**src/rtl/static_image_source.sv**
```systemverilog
// static_image_source
// Streams a static image out of a synchronous frame memory in raster order
// on a valid/ready pixel interface. Reads are prefetched into a 2-entry FIFO
// so that with ready held high one pixel leaves per cycle. Playback is either
// one-shot (start pulse) or continuous (restart at end of frame).
//
// Ports:
//   clock, reset      system clock, synchronous active-high reset
//   start             begin one frame (only honoured in IDLE)
//   continuous        restart after the current frame (sampled on last pixel)
//   mem_rd_en         frame-memory read strobe
//   mem_addr          read address, y*IMG_WIDTH+x
//   mem_rdata         read data, valid one cycle after mem_rd_en
//   valid/ready       pixel handshake, transfer on valid && ready
//   pixel             pixel data (FIFO head)
//   sof, eol          first pixel of frame / last pixel of row qualifiers
//   busy              high whenever not IDLE
//   frame_done        one-cycle pulse after the final pixel transfers
module static_image_source #(
  parameter int IMG_WIDTH   = 800,
  parameter int IMG_HEIGHT  = 600,
  parameter int ADDR_WIDTH  = 19,
  parameter int PIXEL_WIDTH = 8
) (
  input  logic                   clock,
  input  logic                   reset,
  input  logic                   start,
  input  logic                   continuous,
  output logic                   mem_rd_en,
  output logic [ADDR_WIDTH-1:0]  mem_addr,
  input  logic [PIXEL_WIDTH-1:0] mem_rdata,
  output logic                   valid,
  input  logic                   ready,
  output logic [PIXEL_WIDTH-1:0] pixel,
  output logic                   sof,
  output logic                   eol,
  output logic                   busy,
  output logic                   frame_done
);

  localparam int XW = (IMG_WIDTH  > 1) ? $clog2(IMG_WIDTH)  : 1;
  localparam int YW = (IMG_HEIGHT > 1) ? $clog2(IMG_HEIGHT) : 1;
  localparam logic [ADDR_WIDTH-1:0] LAST_ADDR = ADDR_WIDTH'(IMG_WIDTH * IMG_HEIGHT - 1);
  localparam logic [XW-1:0]         LAST_X    = XW'(IMG_WIDTH - 1);
  localparam logic [YW-1:0]         LAST_Y    = YW'(IMG_HEIGHT - 1);

  typedef enum logic [1:0] {IDLE, STREAM, DRAIN} state_t;

  state_t                 state;
  logic [ADDR_WIDTH-1:0]  fetch_addr;
  logic                   rd_vld_p1;      // read issued last cycle; mem_rdata is valid now
  logic [PIXEL_WIDTH-1:0] fifo_mem [2];
  logic                   wr_ptr;
  logic                   rd_ptr;
  logic [1:0]             fifo_count;
  logic [XW-1:0]          out_x;
  logic [YW-1:0]          out_y;
  logic                   frame_done_r;

  logic       pop;
  logic       issue;
  logic       last_pixel;
  logic [2:0] credit;

  assign valid      = (fifo_count != 2'd0);
  assign pixel      = fifo_mem[rd_ptr];
  assign pop        = valid && ready;
  // Slots already claimed: buffered + in flight, less the one leaving now.
  assign credit     = 3'(fifo_count) + 3'(rd_vld_p1) - 3'(pop);
  assign issue      = (state == STREAM) && (credit < 3'd2);
  assign mem_rd_en  = issue;
  assign mem_addr   = fetch_addr;
  assign last_pixel = pop && (out_x == LAST_X) && (out_y == LAST_Y);
  assign sof        = valid && (out_x == '0) && (out_y == '0);
  assign eol        = valid && (out_x == LAST_X);
  assign busy       = (state != IDLE);
  assign frame_done = frame_done_r;

  // Control: FSM, fetch address, FIFO pointers and output raster counters
  always_ff @(posedge clock) begin
    if (reset) begin
      state        <= IDLE;
      fetch_addr   <= '0;
      rd_vld_p1    <= 1'b0;
      wr_ptr       <= 1'b0;
      rd_ptr       <= 1'b0;
      fifo_count   <= 2'd0;
      out_x        <= '0;
      out_y        <= '0;
      frame_done_r <= 1'b0;
    end else begin
      rd_vld_p1    <= issue;
      frame_done_r <= last_pixel && (state == DRAIN);
      wr_ptr       <= wr_ptr ^ rd_vld_p1;
      rd_ptr       <= rd_ptr ^ pop;
      fifo_count   <= fifo_count + 2'(rd_vld_p1) - 2'(pop);

      if (pop) begin
        if (out_x == LAST_X) begin
          out_x <= '0;
          out_y <= (out_y == LAST_Y) ? '0 : out_y + 1'b1;
        end else begin
          out_x <= out_x + 1'b1;
        end
      end

      case (state)
        IDLE: begin
          if (start) begin
            state      <= STREAM;
            fetch_addr <= '0;
          end
        end
        STREAM: begin
          if (issue) begin
            if (fetch_addr == LAST_ADDR) begin
              // Park the address at 0 so mem_addr never leaves the image.
              state      <= DRAIN;
              fetch_addr <= '0;
            end else begin
              fetch_addr <= fetch_addr + 1'b1;
            end
          end
        end
        DRAIN: begin
          if (last_pixel) begin
            state      <= continuous ? STREAM : IDLE;
            fetch_addr <= '0;
          end
        end
        default: state <= IDLE;
      endcase
    end
  end

  // Data: read return captured into the FIFO one cycle after the strobe
  always_ff @(posedge clock) begin
    if (rd_vld_p1) fifo_mem[wr_ptr] <= mem_rdata;
  end

endmodule

```
**config.mk**
```make
export PLATFORM = sky130hd
export DESIGN_NAME = static_image_source
export DESIGN_NICKNAME = d
export VERILOG_FILES = /design/src/rtl/static_image_source.sv
export SDC_FILE = /design/constraint.sdc
export NUM_CORES = 1
export LEC_CHECK = 0
export CAP_MARGIN = 20
export CORE_MARGIN = 4
export CORE_UTILIZATION = 55
export DETAILED_ROUTE_END_ITERATION = 10
export DONT_BUFFER_PORTS = 1
export HOLD_SLACK_MARGIN = 0.08
export PLACE_DENSITY = 0.82
export SYNTH_ARGS = -nofsm -noshare
export SYNTH_HDL_FRONTEND = slang
export SYNTH_SLANG_ARGS = --single-unit
```
**constraint.sdc**
```tcl
create_clock -name clock -period 4 [get_ports clock]
set_input_delay 0.4 -clock clock [delete_from_list [all_inputs] [get_ports clock]]
set_output_delay 0.4 -clock clock [all_outputs]
set_load 0.03 [all_outputs]
```
# Word level (Yosys, flattened, before mapping)
# Memories as Yosys holds them, arrays and structs flattened. A register that Yosys moved wholly into a read port is not among the register bits.
# Index checks and enable logic that the tools add are counted.
[op_classes]
add_sub_neg = 7
n_lt_le_gt_ge = 1
n_eq_ne = 9
n_mux = 16
bitwise = 2
reduce_logical = 17
[ops]
columns = ["cell", "count"]
rows = [
  ["two-way mux 19 bit", 4],
  ["case mux 19 bit (3 select lines)", 1],
  ["adder 10 x 1 -> 10 bit, second input constant", 2],
  ["== test 10 bit, second input constant", 2],
  ["logical NOT 10 bit", 2],
  ["two-way mux 10 bit", 2],
  ["adder 19 x 1 -> 19 bit, second input constant", 1],
  ["== test 19 bit, second input constant", 1],
  ["logical AND 1 bit", 8],
  ["two-way mux 2 bit", 4],
  ["AND reduction 4 bit", 2],
  ["!= test 2 bit, second input constant", 3],
  ["case mux 2 bit (3 select lines)", 1],
  ["two-way mux 1 bit", 4],
  ["nonzero test 2 bit", 2],
  ["adder 2 x 1 -> 3 bit", 1],
  ["< comparator 3 x 2 -> 1 bit, second input constant", 1],
  ["nonzero test 3 bit", 1],
  ["subtractor 3 x 1 -> 3 bit", 1],
  ["adder 2 x 1 -> 2 bit", 1],
  ["== test 2 x 1 -> 1 bit, second input constant", 1],
  ["== test 2 bit, second input constant", 1],
  ["logical NOT 2 bit", 1],
  ["!= test 2 x 1 -> 1 bit, second input constant", 1],
  ["other kinds (3)", 4],
]
[totals]
reg_bits = 47
ramBits = 16
input_bits = 13
wordCells = 62
n_memories = 1
[memory_table]
columns = ["memory", "words", "word_bits", "read_ports", "rd_clocked_by_memory_dff", "write_ports", "line_no", "text"]
rows = [
  ["fifo_mem", 2, 8, 1, 1, 1, "52", "logic [PIXEL_WIDTH-1:0] fifo_mem [2];"],
]

# Depth between registers and ports, before layout
# Gate-level depths: netlist of the first run.
[logic_depth]
depth_word = 7
depth_mapped = 12
depth_no_buf = 11

# Least setup slack after synthesis of the first run
# Ideal clock, no wire load.
[synth_timing]
path_kind = "flip-flop to flip-flop"
start = "reg fifo_count[1]"
end = "reg fetch_addr[5], in the netlist mem_addr[5]"
t_arrival_ps = 2899
slack_ps = 1027
stages_incl_launch_ff = 11
synth_period_minus_slack_ps = 2973
path_cell_list = "dfxtp_1 -> o21ai_1 -> inv_2 -> ha_1 -> inv_1 -> ha_1 -> fa_1 -> o32ai_1 -> a31oi_4 -> or4_1 -> a31oi_1"
[synth_between]
elab_chain_len = 7
elab_cells_between_ends = 11
[synth_rtl]
columns = ["item", "line_no", "text"]
rows = [
  ["from (decl)", "55", "logic [1:0] fifo_count;"],
  ["from (signal assigned)", "96", "fifo_count <= fifo_count + 2'(rd_vld_p1) - 2'(pop);"],
  ["nonzero test 2 bit", "65", "assign valid = (fifo_count != 2'd0);"],
  ["logical AND 1 bit", "67", "assign pop = valid && ready;"],
  ["named net pop", "60", "logic pop;"],
  ["subtractor 3 x 1 -> 3 bit", "69", "assign credit = 3'(fifo_count) + 3'(rd_vld_p1) - 3'(pop);"],
  ["named net credit[1]", "63", "logic [2:0] credit;"],
  ["< comparator 3 x 2 -> 1 bit", "70", "assign issue = (state == STREAM) && (credit < 3'd2);"],
  ["logical AND 1 bit", "70", ""],
  ["!= test 2 bit (no line)", "n/a", ""],
  ["AND reduction 4 bit (no line)", "n/a", ""],
  ["to (signal assigned)", "121", "fetch_addr <= fetch_addr + 1'b1;"],
  ["to (decl)", "50", "logic [ADDR_WIDTH-1:0] fetch_addr;"],
]
# The timed path passes the listed nets, and every way through them passes these cells.
# A chain may end at the register's enable or synchronous reset.

# Worst setup path in the final report of the first run
[layout_timing]
start = "reg fifo_count[1]"
end = "reg fetch_addr[13], in the netlist mem_addr[13]"
[layout_between]
elab_chain_len = 7
elab_cells_between_ends = 11
[layout_rtl]
columns = ["item", "line_no"]
rows = [
  ["nonzero test 2 bit (*)", "65"],
  ["logical AND 1 bit (*)", "67"],
  ["named net pop", "60"],
  ["subtractor 3 x 1 -> 3 bit", "69"],
  ["< comparator 3 x 2 -> 1 bit", "70"],
  ["logical AND 1 bit", "70"],
  ["!= test 2 bit (no line)", "n/a"],
  ["AND reduction 4 bit (no line) (*)", "n/a"],
]
# Mark *: on every way through the listed nets, which the timed path passes. The rest lies on a longest branch.

==> results of run 1 <==
power by group:
part | switching [uW] | internal (uW) | total, uW
Clock | 228 | 366 | 594
Combinational | 377 | 193 | 570
Sequential | 69.6 | 715 | 785
state kept, by name (all words and copies together), names as in the netlist:
register and cells:
fifo_count 2, mem_addr 19, out_x 10, frame_done 1
state 2, out_y 10, wr_ptr 1, rd_vld_p1 1
rd_ptr 1, fifo_mem 16
logic make-up (layout without fill, tap and decap cells):
logic type,count (synthesis),count (layout),synth area share [%]
xor+xnor,20,20,5.68
mux,8,8,2.92
simple gates,142,142,25.1
fa+ha+maj,10,10,4.30
flops,63,63,46.1
compound gates,49,49,11.6
buf+inv,27,38,4.34
path summary, 6_finish.rpt:
check / end / slack [ns] / depth (start not counted)
worst max-delay path: mem_addr[13] / 0.74 / 11
worst min-delay path: state[1] / 0.13 / 1
worst max register to register: mem_addr[13] / 0.74 / 11
worst min register to register: out_x[0] / 0.50 / 2
per-layer routing:
layer  up-vias  global-route usage, %
met5         -                      0
met4         0                   8.32
met3        11                   7.23
met2        69                   28.9
met1      1118                   23.1
li1       1174                      -
layout make-up:
cell class / count / area, sq um / area share (%)
clock buffers: 12 / 145 / 4.33
clock inverters: 4 / 70.1 / 2.09
inverters: 18 / 67.6 / 2.02
multi-input cells: 229 / 1530 / 45.6
flip-flops and latches: 63 / 1420 / 42.4
well taps: 70 / 87.6 / 2.61
repair buffers: 4 / 30.0 / 0.897
layout by cell type (no fill, tap or decap), types with 3 or more instances in the layout:
master and n:
xor2_1 12, buf_4 4, and4_1 4, inv_1 17, nand2_1 28, a31oi_1 9
ha_1 9, mux2_2 8, and3_1 14, nand4_1 13, nand3_1 14, or2_2 4
o21ai_0 5, clkbuf_8 10, nor3_1 5, edfxtp_1 16, xnor2_1 8, a21oi_1 6
or4_1 3, o21bai_1 3, a21o_1 3, nor2b_1 4, nor2_1 32, dfxtp_1 47
a22o_1 3, nor4_1 6
metrics by stage:
| step | power [uW] | setup slack, ns | cell area, sq um | hold WS (ns) | cells |
|---|---|---|---|---|---|
| after floorplan | 1240 | 1.03 | 3080 | 0.462 | 319 |
| after global placement | 1350 | 0.900 | 3130 | 0.471 | 384 |
| after detailed placement | 1360 | 0.753 | 3130 | 0.472 | 384 |
| after CTS | 1970 | 0.747 | 3350 | 0.109 | 400 |
| after global routing | 2060 | 0.521 | 3350 | 0.107 | 400 |
| final | 1950 | 0.738 | 3350 | 0.129 | 400 |
==> implementation parameters, run 1 <==
Parameter                              Value

Outcome
  Result of the run    complete, no violations

Layout
  Number of nets in the layout    roughly 350
  Final cell utilization of the core    63.6%
  Antenna Diode Count    0
  Fillcell total    443
  Proportion of layout cells with a drive suffix above 1    12.1%
  Syn-to-layout area delta    8.64%

Setup path
  Critical Path, Cell by Cell    o21ai_1 -> inv_2 -> ha_1 -> inv_1 -> ha_1 -> fa_1 -> xnor2_1 -> o32ai_1 -> a31oi_4 -> nor3_1 -> a22o_1
  R2r startpoint    fifo_count[1]
  Type of element capturing the critical path    register
  Top Family by Delay on Critical Path    compound AO/OA/AOI/OAI gates
  Max stage delay on crit path    ~0.50 ns
  Type of the worst setup path    reg2reg
  Critical path launch point type    register
  Count of buffer and inverter cells on the critical path    2
  Most used cell, CP    ha_1
  Slowest library cell on the worst path    nor3_1
  Crit path launch    fifo_count[1]
  Worst path required time    4.28 ns
  Critical path fanouts, max    10
  Data arrival time at the worst-slack endpoint    between 3 and 4 ns

Synthesis
  YS warnings    0
  Synth top cells by count    47 x dfxtp_1, 32 x nor2_1, 28 x nand2_1, 17 x inv_1, 16 x edfxtp_1
  Primary FF master, synth    dfxtp_1
  Most common cell in the synthesized netlist    dfxtp_1
  Sequential share of the synthesized area    ~46%
  Number of enable-type register cells in the synthesized netlist    16
  Portion of synthesized cell area occupied by the leading cell type    30.5%
  Post-synthesis async set-or-reset flop share    0%
  Post-synthesis register bit count    between 60 and 70
  Post-synthesis cell type with the largest combined area    dfxtp_1
  Synthesized cell area    3080 sq um
  Post-synth net total    342
  Synth Instances    around 320
  Mean instance size in the synthesized netlist    around 9.7 sq um
  Biggest area contributors in the synthesized netlist    dfxtp_1 31%, edfxtp_1 16%, nor2_1 3.9%, ha_1 3.7%, nand2_1 3.4%
  Number of unique standard cell types used by synthesis    60

Clock network
  Clock Tree Root    clkbuf_8
  Clock sink count    63
  Clock slew at the register clock pins of the worst setup and hold paths    roughly 0.07 ns
  Clock Latency Late Sink    0.33 ns
  Post-CTS Setup Repair Bufs    0
  Clock buffer count from CTS    9
  Maximum root-to-sink buffer count    2
  # resized after CTS    0
  Number of H-tree levels    3
  CTS tree    built
  Quantity of hold-fixing buffers added after cts    0

STA
  Final hold vios    0
  Transition time at the pin with the least slew margin    about 0.55 ns
  Sum of negative setup slack    0 ns
  Top achievable clock speed    ~310 MHz
  Unrepaired setup endpoints after global routing    no
  Worst slew margin relative to its limit    between 60% and 70%
  Final period util    about 82%
  Final Max Tran Viols    0
  Setup-failing EPs final    0
  Shortest clock period the worst path allows after layout    3.26 ns
  Final setup skew    roughly 0.0074 ns

Routing
  Number of optimization iterations in the first detailed-route pass    4
  Final WL    6340 um
  Average wire per cell in the routed design    15.9 um
  Overall via count from detail_route    between 2k and 2.5k
  Highest Signal Layer    met4
  Met1 routed wirelength after detailed routing    between 2000 and 3000 um
  Wire length on met3    roughly 420 um
  Drt initial violations    around 110
  Antenna viol nets, final    0
  Total met2 wirelength after detailed routing    around 3000 um
  Remaining design rule violation count    0
  Ratio of routed vias to standard cells    5.93

Pwr
  Pwr dens    roughly 580 nW/um^2
  Static power due to leakage    between 0.001 and 0.0015 uW
  Worst supply voltage drop on vdd    about 0.47 mV

Die
  Core Region    approximately 5300 sq um
  Die width    between 80 and 90 um
  Number of core rows    26
  Die Y-Extent    around 83 um
  Area of the die    ~7000 sq um
  Number of placed I/O pins    46
  Initial Util    between 50% and 60%

GRT
  Number of global-route vias before repair    around 2.2k
  Antenna violations before repair    0
  First-pass GRT wire length    between 10,000 and 15,000 um
  Pin count of the biggest net entering global routing    19
  Total GRT Usage    about a fifth
  Gr ovfl total    0

Hold path
  Hold wc startpoint    reset
  Class of the tightest hold or removal check    in2reg

Placed design
  Final GP Congestion    roughly 0.85
  Post-DP HPWL    ~4600 um
  Number of buffers inserted by port buffering    0

Job
  Number of maximum-capacitance constraint violations    0
Note: power is estimated with default switching activity, not from simulation.
==> run 2: changes to the inputs <==
- clock period: 4 -> 3.4 ns (I/O delays scaled with it)
==> run 2 against run 1 <==
  * Register-to-register slack worse by 0.50 ns
  * Sequential power rose by 15%
  * Utilization is 2.1 points higher
  * Critical path type is now reg2out
  * Clock skew barely moved
==> implementation parameters, run 2 (same netlist as run 1, synthesis figures left out) <==
Parameter                              Value

STA
  Worst slew margin relative to its limit    56.5%
  Setup slack after layout    0.236 ns
  Unrepaired setup endpoints after global routing    no
  Sum of negative setup slack    0 ns
  Final setup skew    approximately 0.0075 ns
  Shortest clock period the worst path allows after layout    between 3 and 4 ns
  Setup-failing EPs final    0
  Transition time at the pin with the least slew margin    between 0.6 and 0.7 ns
  Post-Route Hold Slack    approximately 0.11 ns
  Final hold vios    0
  Top achievable clock speed    316 MHz
  Final period util    around 93%
  Final Max Tran Viols    0

Pwr
  Static power due to leakage    between 0.001 and 0.0015 uW
  Cell internal pwr    between 1000 and 1500 uW
  Pwr dens    approximately 650 nW/um^2
  Clock share of power    between 20 and 30%
  Worst supply voltage drop on vdd    around 0.53 mV
  Sw Share    about 37%
  P_sw    roughly 840 uW
  Share of power burned in combinational logic    between 30% and 40%
  Sequential group share of total power    between 30% and 40%

Setup path
  Type of the worst setup path    reg2out
  Data arrival time at the worst-slack endpoint    about 2.8 ns
  Worst path required time    roughly 3.1 ns
  Critical path launch point type    register
  Critical path fanouts, max    9
  Type of element capturing the critical path    output pin

Clock network
  CTS tree    built
  Clock buffer count from CTS    9
  Number of H-tree levels    3
  Maximum root-to-sink buffer count    2
  Clock Latency Late Sink    0.33 ns
  Clock slew at the register clock pins of the worst setup and hold paths    around 0.07 ns
  Clock Tree Root    clkbuf_8
  Clock sink count    between 60 and 70

Routing
  Ratio of routed vias to standard cells    between 5 and 6
  Final WL    approximately 6600 um
  Overall via count from detail_route    2,470
  Remaining design rule violation count    0
  Antenna viol nets, final    0
  Number of optimization iterations in the first detailed-route pass    6
  Drt initial violations    roughly 210
  Average wire per cell in the routed design    16.0 um

GRT
  First-pass GRT wire length    around 11,000 um
  Pin count of the biggest net entering global routing    16
  Total GRT Usage    between 10% and 20%
  Gr ovfl total    0
  Antenna violations before repair    0
  Number of global-route vias before repair    around 2.3k

Die
  Die width    slightly above 80 um
  Die Y-Extent    about 83 um
  Core Region    approximately 5300 sq um
  Initial Util    around three fifths
  Number of core rows    26
  Number of placed I/O pins    46
  Area of the die    just under 7000 sq um

Layout
  Number of flip-flops in the largest register    19
  Number of nets in the layout    360
  Proportion of layout cells with a drive suffix above 1    14.3%
  Top library cells by usage in the layout, fill and taps aside    47 x dfxtp_1, 32 x nor2_1, 28 x nand2_1
  Leading cell type in the layout, fill and taps excluded    dfxtp_1
  Syn-to-layout area delta    12.2%
  Antenna Diode Count    0
  Fillcell total    416

Outcome
  Result of the run    complete, no violations

Placed design
  Number of buffers inserted by port buffering    0
  Place WS    0.182 ns
  Final GP Congestion    between 0.7 and 0.8
  Post-DP HPWL    about 4500 um

Job
  Number of maximum-capacitance constraint violations    0

Hold path
  Class of the tightest hold or removal check    in2reg
run 2: changes by cell type in the layout (fill, tap and decap cells not counted), moves of 2 or more:
cell / delta
dlygate4sd3_1: +8
buf_4: +4
clkinv_4: +3
clkbuf_1: -2
nor3_1: -2
nor3_2: +2
run 2: routing by layer:
layer,track usage [%],share of wire (%)
met1,25.4,45
met2,29.0,46
met3,6.34,7.3
met4,8.47,1.5
met5,0,0
run 2: worst max-delay path: stages, from the launching register on:
cell and delay, ns:
dfxtp_1 0.34, o21ai_1 0.32, inv_2 0.15, ha_1 0.30
inv_1 0.04, ha_1 0.18, fa_1 0.55, nor3_2 0.60
run 2: timing repair:
| action | in CTS | in global routing |
|---|---|---|
| hold buffers | 1 | 7 |
| endpoints found under the hold margin | 11 | 13 |
| endpoints found under the setup margin | 1 | 6 |
| setup buffers | 0 | 0 |
| resized for setup | 1 | 2 |
run 2: path summary, 6_finish.rpt:
path	from	end	slack, ns	depth (start not counted)
max	fifo_count[1]	mem_rd_en	0.24	7
min	mem_rdata[3]	fifo_mem[1][3]	0.11	0
max reg2reg	fifo_count[1]	mem_addr[5]	0.24	10
min reg2reg	out_x[0]	out_x[0]	0.51	2
run 2: power by group through the flow:
stage               Clock (uW)  Sequential [uW]  Combinational [uW]
floorplan                    0              910                 546
global placement             0              910                 674
detailed placement           0              916                 685
CTS                        645              900                 700
global route               691              910                 787
finish                     635              899                 726
run 2: layout make-up:
type,instances,area (sq um),area share (%)
Sequential cell,63,1420,41.1
Timing Repair Buffer,16,140,4.05
Clock inverter,7,73.8,2.13
Tap cell,70,87.6,2.53
Clock buffer,9,124,3.58
Multi-Input combinational cell,229,1550,44.7
Inverter,18,67.6,1.95
run 2: stage by stage:
step           cell area, sq um  utilization, %  power (uW)  cells
3_5_place_dp               3160            60.0        1600    388
5_1_grt                    3460            65.6        2390    412
6_report                   3460            65.6        2260    412
4_1_cts                    3380            64.1        2240    405
3_3_place_gp               3160            60.0        1580    388
2_1_floorplan              3080               -        1460    319
==> run 3: changes to the inputs <==
==> constraint.sdc (replaced) <==
create_clock -name clock -period 3.4 [get_ports clock]
set_input_delay 0.68 -clock clock [delete_from_list [all_inputs] [get_ports clock]]
set_output_delay 0.68 -clock clock [all_outputs]
set_load 0.03 [all_outputs]
==> run 3 against run 2 <==
  * Sequential power is 0.4% higher
  * Critical path type unchanged
  * Via count decreased by 2.5%
  * Non-clock buffer count down 5
  * Final area fell by 1.7%
  * Clock skew rose by 0.0036 ns
==> implementation parameters, run 3 (same netlist as run 1, synthesis figures left out) <==
Parameter                              Value

Clock network
  Post-CTS Setup Repair Bufs    0
  Clock slew at the register clock pins of the worst setup and hold paths    roughly 0.07 ns
  # resized after CTS    0
  Maximum root-to-sink buffer count    2
  CTS tree    built
  Quantity of hold-fixing buffers added after cts    0
  Clock sink count    63
  Number of H-tree levels    3
  Clock buffer count from CTS    9
  Clock Tree Root    clkbuf_8
  Clock Latency Late Sink    between 0.3 and 0.4 ns

Job
  Number of maximum-capacitance constraint violations    0

Placed design
  Final GP Congestion    around 0.82
  Post-DP HPWL    4590 um
  Number of buffers inserted by port buffering    0
  Area after detailed placement    approximately 3200 sq um

GRT
  Total GRT Usage    about a fifth
  Antenna violations before repair    0
  Pin count of the biggest net entering global routing    19
  First-pass GRT wire length    10,900 um
  Gr ovfl total    0
  Number of global-route vias before repair    2,316

Layout
  Number of flip-flops in the largest register    19
  Fillcell total    ~440
  Syn-to-layout area delta    10.3%
  Post-Layout Inst Area    between 3000 and 4000 sq um
  Top library cells by usage in the layout, fill and taps aside    47 x dfxtp_1, 32 x nor2_1, 28 x nand2_1
  Antenna Diode Count    0
  Proportion of layout cells with a drive suffix above 1    about 14%
  Leading cell type in the layout, fill and taps excluded    dfxtp_1
  Number of nets in the layout    ~360

Die
  Die Y-Extent    about 83 um
  Die width    between 80 and 90 um
  Number of core rows    26
  Area of the die    6870 sq um
  Number of placed I/O pins    46
  Core Region    5270 sq um
  Initial Util    about 60%

Pwr
  Pwr dens    roughly 700 nW/um^2
  Worst supply voltage drop on vdd    roughly 0.50 mV
  Static power due to leakage    roughly 0.0013 uW

Routing
  Total met2 wirelength after detailed routing    3090 um
  Final WL    around 6400 um
  Remaining design rule violation count    0
  Wire length on met3    between 400 and 500 um
  Ratio of routed vias to standard cells    a little under 6
  Average wire per cell in the routed design    15.8 um
  Highest Signal Layer    met4
  Number of optimization iterations in the first detailed-route pass    4
  Met1 routed wirelength after detailed routing    ~2800 um
  Antenna viol nets, final    0
  Overall via count from detail_route    between 2k and 2.5k
  Drt initial violations    between 150 and 200

Hold path
  Class of the tightest hold or removal check    in2reg

STA
  Final period util    between 90% and 100%
  Unrepaired setup endpoints after global routing    no
  Setup-failing EPs final    0
  Transition time at the pin with the least slew margin    0.562 ns
  Final setup skew    0.0111 ns
  Top achievable clock speed    305 MHz
  Final Max Tran Viols    0
  Final hold vios    0
  Sum of negative setup slack    0 ns
  Worst slew margin relative to its limit    between 60% and 70%
  Shortest clock period the worst path allows after layout    3.28 ns

Setup path
  Critical path fanouts, max    4
  Slowest library cell on the worst path    fa_1
  Count of buffer and inverter cells on the critical path    4
  Type of element capturing the critical path    output pin
  Critical Path, Cell by Cell    o21ai_1 -> inv_2 -> ha_1 -> inv_1 -> ha_1 -> fa_1 -> xnor2_1 -> buf_4 -> nor3_1 -> buf_4
  Critical path launch point type    register
  Max stage delay on crit path    0.38 ns
  Top Family by Delay on Critical Path    adder cells
  Data arrival time at the worst-slack endpoint    2.60 ns
  Worst path required time    2.72 ns
  Type of the worst setup path    reg2out

Outcome
  Result of the run    complete, no violations
[run 3: final timing paths]
kind,startpoint,to,slack [ns],depth (start not counted)
hold / removal,reset,mem_addr[4],0.40,1
setup / recovery,fifo_count[1],mem_rd_en,0.12,10
setup reg to reg,fifo_count[1],mem_addr[5],0.38,11
hold reg to reg,out_x[0],out_x[0],0.49,2
[run 3: metal layers]
metal / GRT usage (%) / vias up
met5: 0 / -
met4: 9.06 / 0
met3: 5.64 / 10
met2: 30.5 / 74
met1: 23.9 / 1130
li1: - / 1195
[run 3: power breakdown]
group          total, uW  internal [uW]  switching (uW)
logic                759            279             480
clock network        689            410             279
registers            903            841            62.2
total               2350           1530             821
[run 3: through the flow]
stage / hold WS, ns / setup slack [ns] / total power (uW) / instances / util (%)
after global routing: 0.390 / 0.0157 / 2470 / 407 / 64.5
final: 0.404 / 0.120 / 2350 / 407 / 64.5
after CTS: 0.393 / 0.113 / 2360 / 407 / 64.5
after detailed placement: 0.487 / 0.125 / 1670 / 391 / 60.5
after floorplan: 0.462 / 0.0128 / 1460 / 319 / -
after global placement: 0.480 / 0.259 / 1650 / 391 / 60.5
[run 3: cell type report]
class	count	area [sq um]	share of cell area, %
clock inverters	6	85.1	2.50
well taps	70	87.6	2.58
inverters	18	67.6	1.99
repair buffers	11	82.6	2.43
clock buffers	10	128	3.75
flip-flops and latches	63	1420	41.8
multi-input cells	229	1530	44.9
==> RTL edit 1: new RTL, flow settings as in run 2 <==
The 3 states of `state_t` get a one-hot encoding in 3 bits.
--- a/src/rtl/static_image_source.sv
+++ b/src/rtl/static_image_source.sv
@@ -44,7 +44,7 @@
   localparam logic [XW-1:0]         LAST_X    = XW'(IMG_WIDTH - 1);
   localparam logic [YW-1:0]         LAST_Y    = YW'(IMG_HEIGHT - 1);
 
-  typedef enum logic [1:0] {IDLE, STREAM, DRAIN} state_t;
+  typedef enum logic [2:0] {IDLE = 3'b001, STREAM = 3'b010, DRAIN = 3'b100} state_t;
 
   state_t                 state;
   logic [ADDR_WIDTH-1:0]  fetch_addr;
Check against the original RTL: no difference found for any inputs over 10 cycles, from zero or initial values and one cycle with reset high; not proved beyond that.
==> RTL edit 1 against run 2 <==
- wire length rose by 3.4%
- synthesized cell count rose by 5.3%
- clock skew rose by 0.0027 ns
- count of clock-buffer cells in the layout rose by 6
- design area fell by 0.58%
- critical path depth rose by 2
- synthesized area rose by 1.1%
- sequential cell count rose by 1
- worst setup slack improved by 0.056 ns
- critical endpoint unchanged
- largest cell class unchanged
- highest routed layer unchanged
Power is not compared: it rests on default switching activity, and its combinational part moved more than twofold at a synthesized area within 25%.
==> RTL edit 1: results (changes against run 2) <==
Among all stages on the critical path, the largest delay is contributed by or3_1. The first-pass GRT wire length came to 11.30 mm (+3.1%). The setup slack of the critical path after layout came out at 0.2918 ns (+0.05590 ns). The placed wire-length estimate came to 4.816 mm (+5.9%). By area the synthesized netlist is led by dfxtp_1, edfxtp_1, nor2_1, xor2_1, nand2_1. The overall fraction of global-route tracks in use came out at 19.93% (+0.60 points).

Broken down by cell family, the worst path's largest delay share belongs to adder cells. The worst hold-check slack was 0.1032 ns (-0.002669 ns). The pin count of the biggest net entering global routing is 16 (unchanged). The number of cell instances on the worst register-to-register path came out at 11 (+1). The total number of yosys warnings came out at 0 (unchanged).

The filler cell count is 456 (+9.6%). The number of global-route vias before repair came to 2430 (+7.2%). The number of slew-limit violations in the final report is 0 (unchanged). The flow ran to the end, and the final reports show no timing, DRC or antenna violations. The share of layout cells above drive strength 1 came out at 10.76% (-3.6 points). The setup skew after layout is 0.01027 ns (+0.002723 ns). The worst register-to-register path ends at mem_addr[13]. The worst-case clock buffer depth came out at 2 (unchanged).

The post-CTS setup-driven buffer insertion count came out at 0 (unchanged). The worst relative slew slack came out at 42.23% (-14 points). The number of nets in the layout came to 371 (+3.1%). The worst hold path terminates at fifo_mem[1][3]. The most frequently used cell type in the post-synthesis netlist is dfxtp_1. The routability-driven placement congestion ratio is 0.8536 (+12%). The register-to-register setup slack came out at 0.35 ns (+0.11 ns). The count of TritonRoute iterations in the first routing pass came to 5 (-1).

The worst setup slack after placement came to 0.3970 ns (+0.2146 ns). The total nets after synthesis is 359 (+5.0%). The clock transition at the register clock pins on the worst setup and hold paths after CTS came out at 0.07 ns (about the same). The standby leakage power came out at 1.287 nW. The number of flip-flops under the largest register name is 19 (unchanged). The share of synthesized area occupied by flip-flops and latches came out at 46.25% (+0.14 points). The root buffer cell chosen for the clock tree is clkbuf_8. The number of antenna violations at the first check in global routing is 0 (unchanged).

In this run the worst hold path is classified as primary input to register. The total of cells resized after clock tree synthesis is 0 (-1). The worst endpoint data arrival time came out at 2.77 ns (-0.05 ns). The distinct cell type count after synthesis was 53 (-12%). The clock latency at the later pin of the worst-skew pair is 0.33 ns (about the same). The maximum net fanout on the critical path is 7 (-2). The worst hold path begins at mem_rdata[3]. The routed via count is 2531 (+2.5%). The starting DRC count in detailed routing is 118 (-43%). The startpoint identified for the worst register-to-register timing path is fifo_count[1]. The fraction of synthesis flops using an asynchronous set or reset pin was 0% (unchanged). The maximum cell stage delay along the critical path came out at 0.47 ns (-0.13 ns). Sorting the synthesized cells by how often they occur yields dfxtp_1, nor2_1, nand2_1. The area share of the largest cell type after synthesis is 30.83% (+0.31 points). The average routed wire per standard cell came to 16.04 microns (+0.22%). The count of input and output buffers came out at 0 (unchanged).
RTL edit 1: changes by cell type in the layout (fill, tap and decap cells not counted), moves of 4 or more:
cell	change
and3_1	-5
clkbuf_1	+5
dlygate4sd3_1	-5
nand2_1	+5
a211oi_1	+4
a21oi_1	+4
nand4_1	+4
nor3_1	+4
o21ai_0	+4
xnor2_1	-4
RTL edit 1: how the worst max path moves through the flow:
| stage | to |
|---|---|
| 2_1_floorplan | mem_addr[16] |
| 4_1_cts | mem_rd_en |
| 6_report | mem_rd_en |
| 5_1_grt | mem_addr[13] |
| 3_5_place_dp | mem_addr[16] |
| 3_3_place_gp | mem_addr[16] |
RTL edit 1: logic make-up after synthesis:
kind of cell    share of synthesized area [%]
compound gates                          11.52
xor+xnor                                5.339
fa+ha+maj                               4.255
buf+inv                                 4.055
flops                                   46.25
mux                                     2.891
simple gates                            25.69
RTL edit 1: power by group through the flow:
stage / sequential, mW / clock [mW] / combinational [mW]
final: 0.843 / 0.630 / 0.334
after global routing: 0.849 / 0.677 / 0.372
after CTS: 0.844 / 0.639 / 0.333
after detailed placement: 0.859 / 0 / 0.326
after global placement: 0.857 / 0 / 0.322
after floorplan: 0.841 / 0 / 0.295
RTL edit 1: layout make-up:
| class | count | area [sq um] | area share (%) |
|---|---|---|---|
| clock buffer | 15 | 156.4 | 4.547 |
| clock inverter | 1 | 30.03 | 0.8730 |
| inverter | 19 | 71.32 | 2.073 |
| multi-input combinational | 242 | 1555 | 45.22 |
| sequential | 64 | 1441 | 41.91 |
| tap | 72 | 90.09 | 2.619 |
| timing repair buffer | 12 | 95.09 | 2.765 |
RTL edit 1: timing repair:
item                                    CTS  global route
endpoints found under the setup margin    0             0
hold buffers                              1             2
hold endpoints to repair                 15             2
RTL edit 1: per-layer routing:
metal | global-route usage, % | vias to the layer above | part of all wire (%)
li1 | - | 1240 | -
met1 | 24.66 | 1179 | 44
met2 | 31.49 | 100 | 46
met3 | 6.151 | 12 | 8.2
met4 | 9.658 | 0 | 2.0
met5 | 0 | - | 0
RTL edit 1: stage by stage:
stage	cells	util, %	instance area [sq um]
finish	425	62.46	3440
global route	425	62.46	3440
CTS	423	62.10	3420
detailed placement	406	58.53	3223
global placement	405	58.44	3218
floorplan	336	-	3117
==> RTL edit 2: new RTL, config.mk and constraints of run 2 <==
Without the edit above. Change the parameter `IMG_WIDTH` from 800 to 3200.
--- a/src/rtl/static_image_source.sv
+++ b/src/rtl/static_image_source.sv
@@ -17,7 +17,7 @@
 //   busy              high whenever not IDLE
 //   frame_done        one-cycle pulse after the final pixel transfers
 module static_image_source #(
-  parameter int IMG_WIDTH   = 800,
+  parameter int IMG_WIDTH   = 3200,
   parameter int IMG_HEIGHT  = 600,
   parameter int ADDR_WIDTH  = 19,
   parameter int PIXEL_WIDTH = 8
Formal check against the unedited RTL: same outputs for any inputs over 10 cycles, from zero or initial values and one cycle with reset high; that may be too few to reach the edited logic, so the function may still have changed.
==> RTL edit 2 against run 2 <==
- sequential share of layout area is 0.53 points lower
- critical endpoint unchanged
- design area is 4.2% higher
- sequential cell count is 2 higher
- critical path type unchanged
- highest routed layer unchanged
- synthesized area is 5.0% higher
- power is 7.0% lower
- largest cell class unchanged
- worst setup slack better by 0.029 ns
- largest power group unchanged
- utilization is 1.4 points lower
- wire length is 12% higher
==> RTL edit 2: results (changes against run 2) <==
The total routed wire length on the met1 layer is 3.156 mm (+6.9%). The fraction of synthesized area in multiplexers came to 3.400% (+0.48 points). The multi-input combinational gate total came to 245 (+7.0%). In this run the critical register-to-register path is launched from fifo_count[0].

The multi-input logic portion of the cell area came out at 46.11% (+1.4 points). The cell area after placement came out at 3318 sq um (+4.9%). The clock latency at the later pin of the worst-skew pair is 0.35 ns (+0.02 ns). The adder-cell area share of the yosys netlist came out at 4.096% (-0.21 points). The die width came out at 84.73 microns (+2.2%). The count of cells along the worst hold path came out at 2 (+2). The worst endpoint data arrival time is 2.79 ns (-0.03 ns). The routing usage on met2 is 35.37% (+6.4 points).

The met1 track demand over resource in global routing came to 25.96% (+0.59 points). The launch point of the worst hold path is reset. The placed wire-length estimate is 5.035 mm (+11%). The number of buffers other than clock buffers in the final layout came out at 14 (-2). The CTS sink count is 65 (+3.2%). The register-to-register setup slack is 0.48 ns (+0.24 ns).

The critical path starts at fifo_count[0]. The count of TritonRoute iterations in the first routing pass is 4 (-2). The terminus of the critical flop-to-flop path is mem_addr[16]. The wire length on met3 is 527 microns (+9.6%). The routed via count came to 2608 (+5.6%). The worst hold-check slack is 0.2103 ns (+0.1044 ns). The starting DRC count in detailed routing came to 122 (-41%). The setup skew after layout is 0.008168 ns (+0.0006201 ns). The met2 wirelength from detailed routing is 3.595 mm (+18%). The pin count of the biggest net entering global routing is 19 (+3).

The distinct cell type count after synthesis came out at 58 (-3.3%). The peak supply drop is 368.1 uV (-31%). The number of vias per cell came out at 6.065 (+1.2%). The total power density per cell area came out at 583.2 nW/um^2 (-11%). The standby leakage power came out at 1.237 nW (-2.8%).

The cell count after placement came out at 405 (+4.4%). The filler cell count came out at 472 (+13%). The flow ran to the end, and the final reports show no timing, DRC or antenna violations.
## RTL edit 2: through the flow
| stage | total power [mW] | setup WS [ns] |
|---|---|---|
| after global routing | 2.210 | 0.07386 |
| after global placement | 1.430 | 0.5904 |
| after CTS | 2.102 | 0.1856 |
| after detailed placement | 1.450 | 0.4647 |
| after floorplan | 1.348 | 0.3219 |
| final | 2.102 | 0.2651 |
## RTL edit 2: cells by family after synthesis
| group | Yosys count |
|---|---|
| compound gates | 58 |
| simple gates | 146 |
| flops | 65 |
| fa+ha+maj | 10 |
| buf+inv | 28 |
| xor+xnor | 21 |
| mux | 10 |
## RTL edit 2: timing repair
action                                 4_1_cts  5_1_grt
buffers inserted                             0        0
resized for setup                            0        1
setup endpoints to repair                    0        1
hold buffers                                 9        0
endpoints found under the hold margin       34        0
## RTL edit 2: report_power, final
group          internal (mW)  switching, mW  leakage, nW  total, mW
clock network          0.336          0.306       0.0912      0.642
logic                  0.188          0.381        0.606      0.569
registers              0.833         0.0570        0.540      0.890
total                   1.36          0.744         1.24       2.10
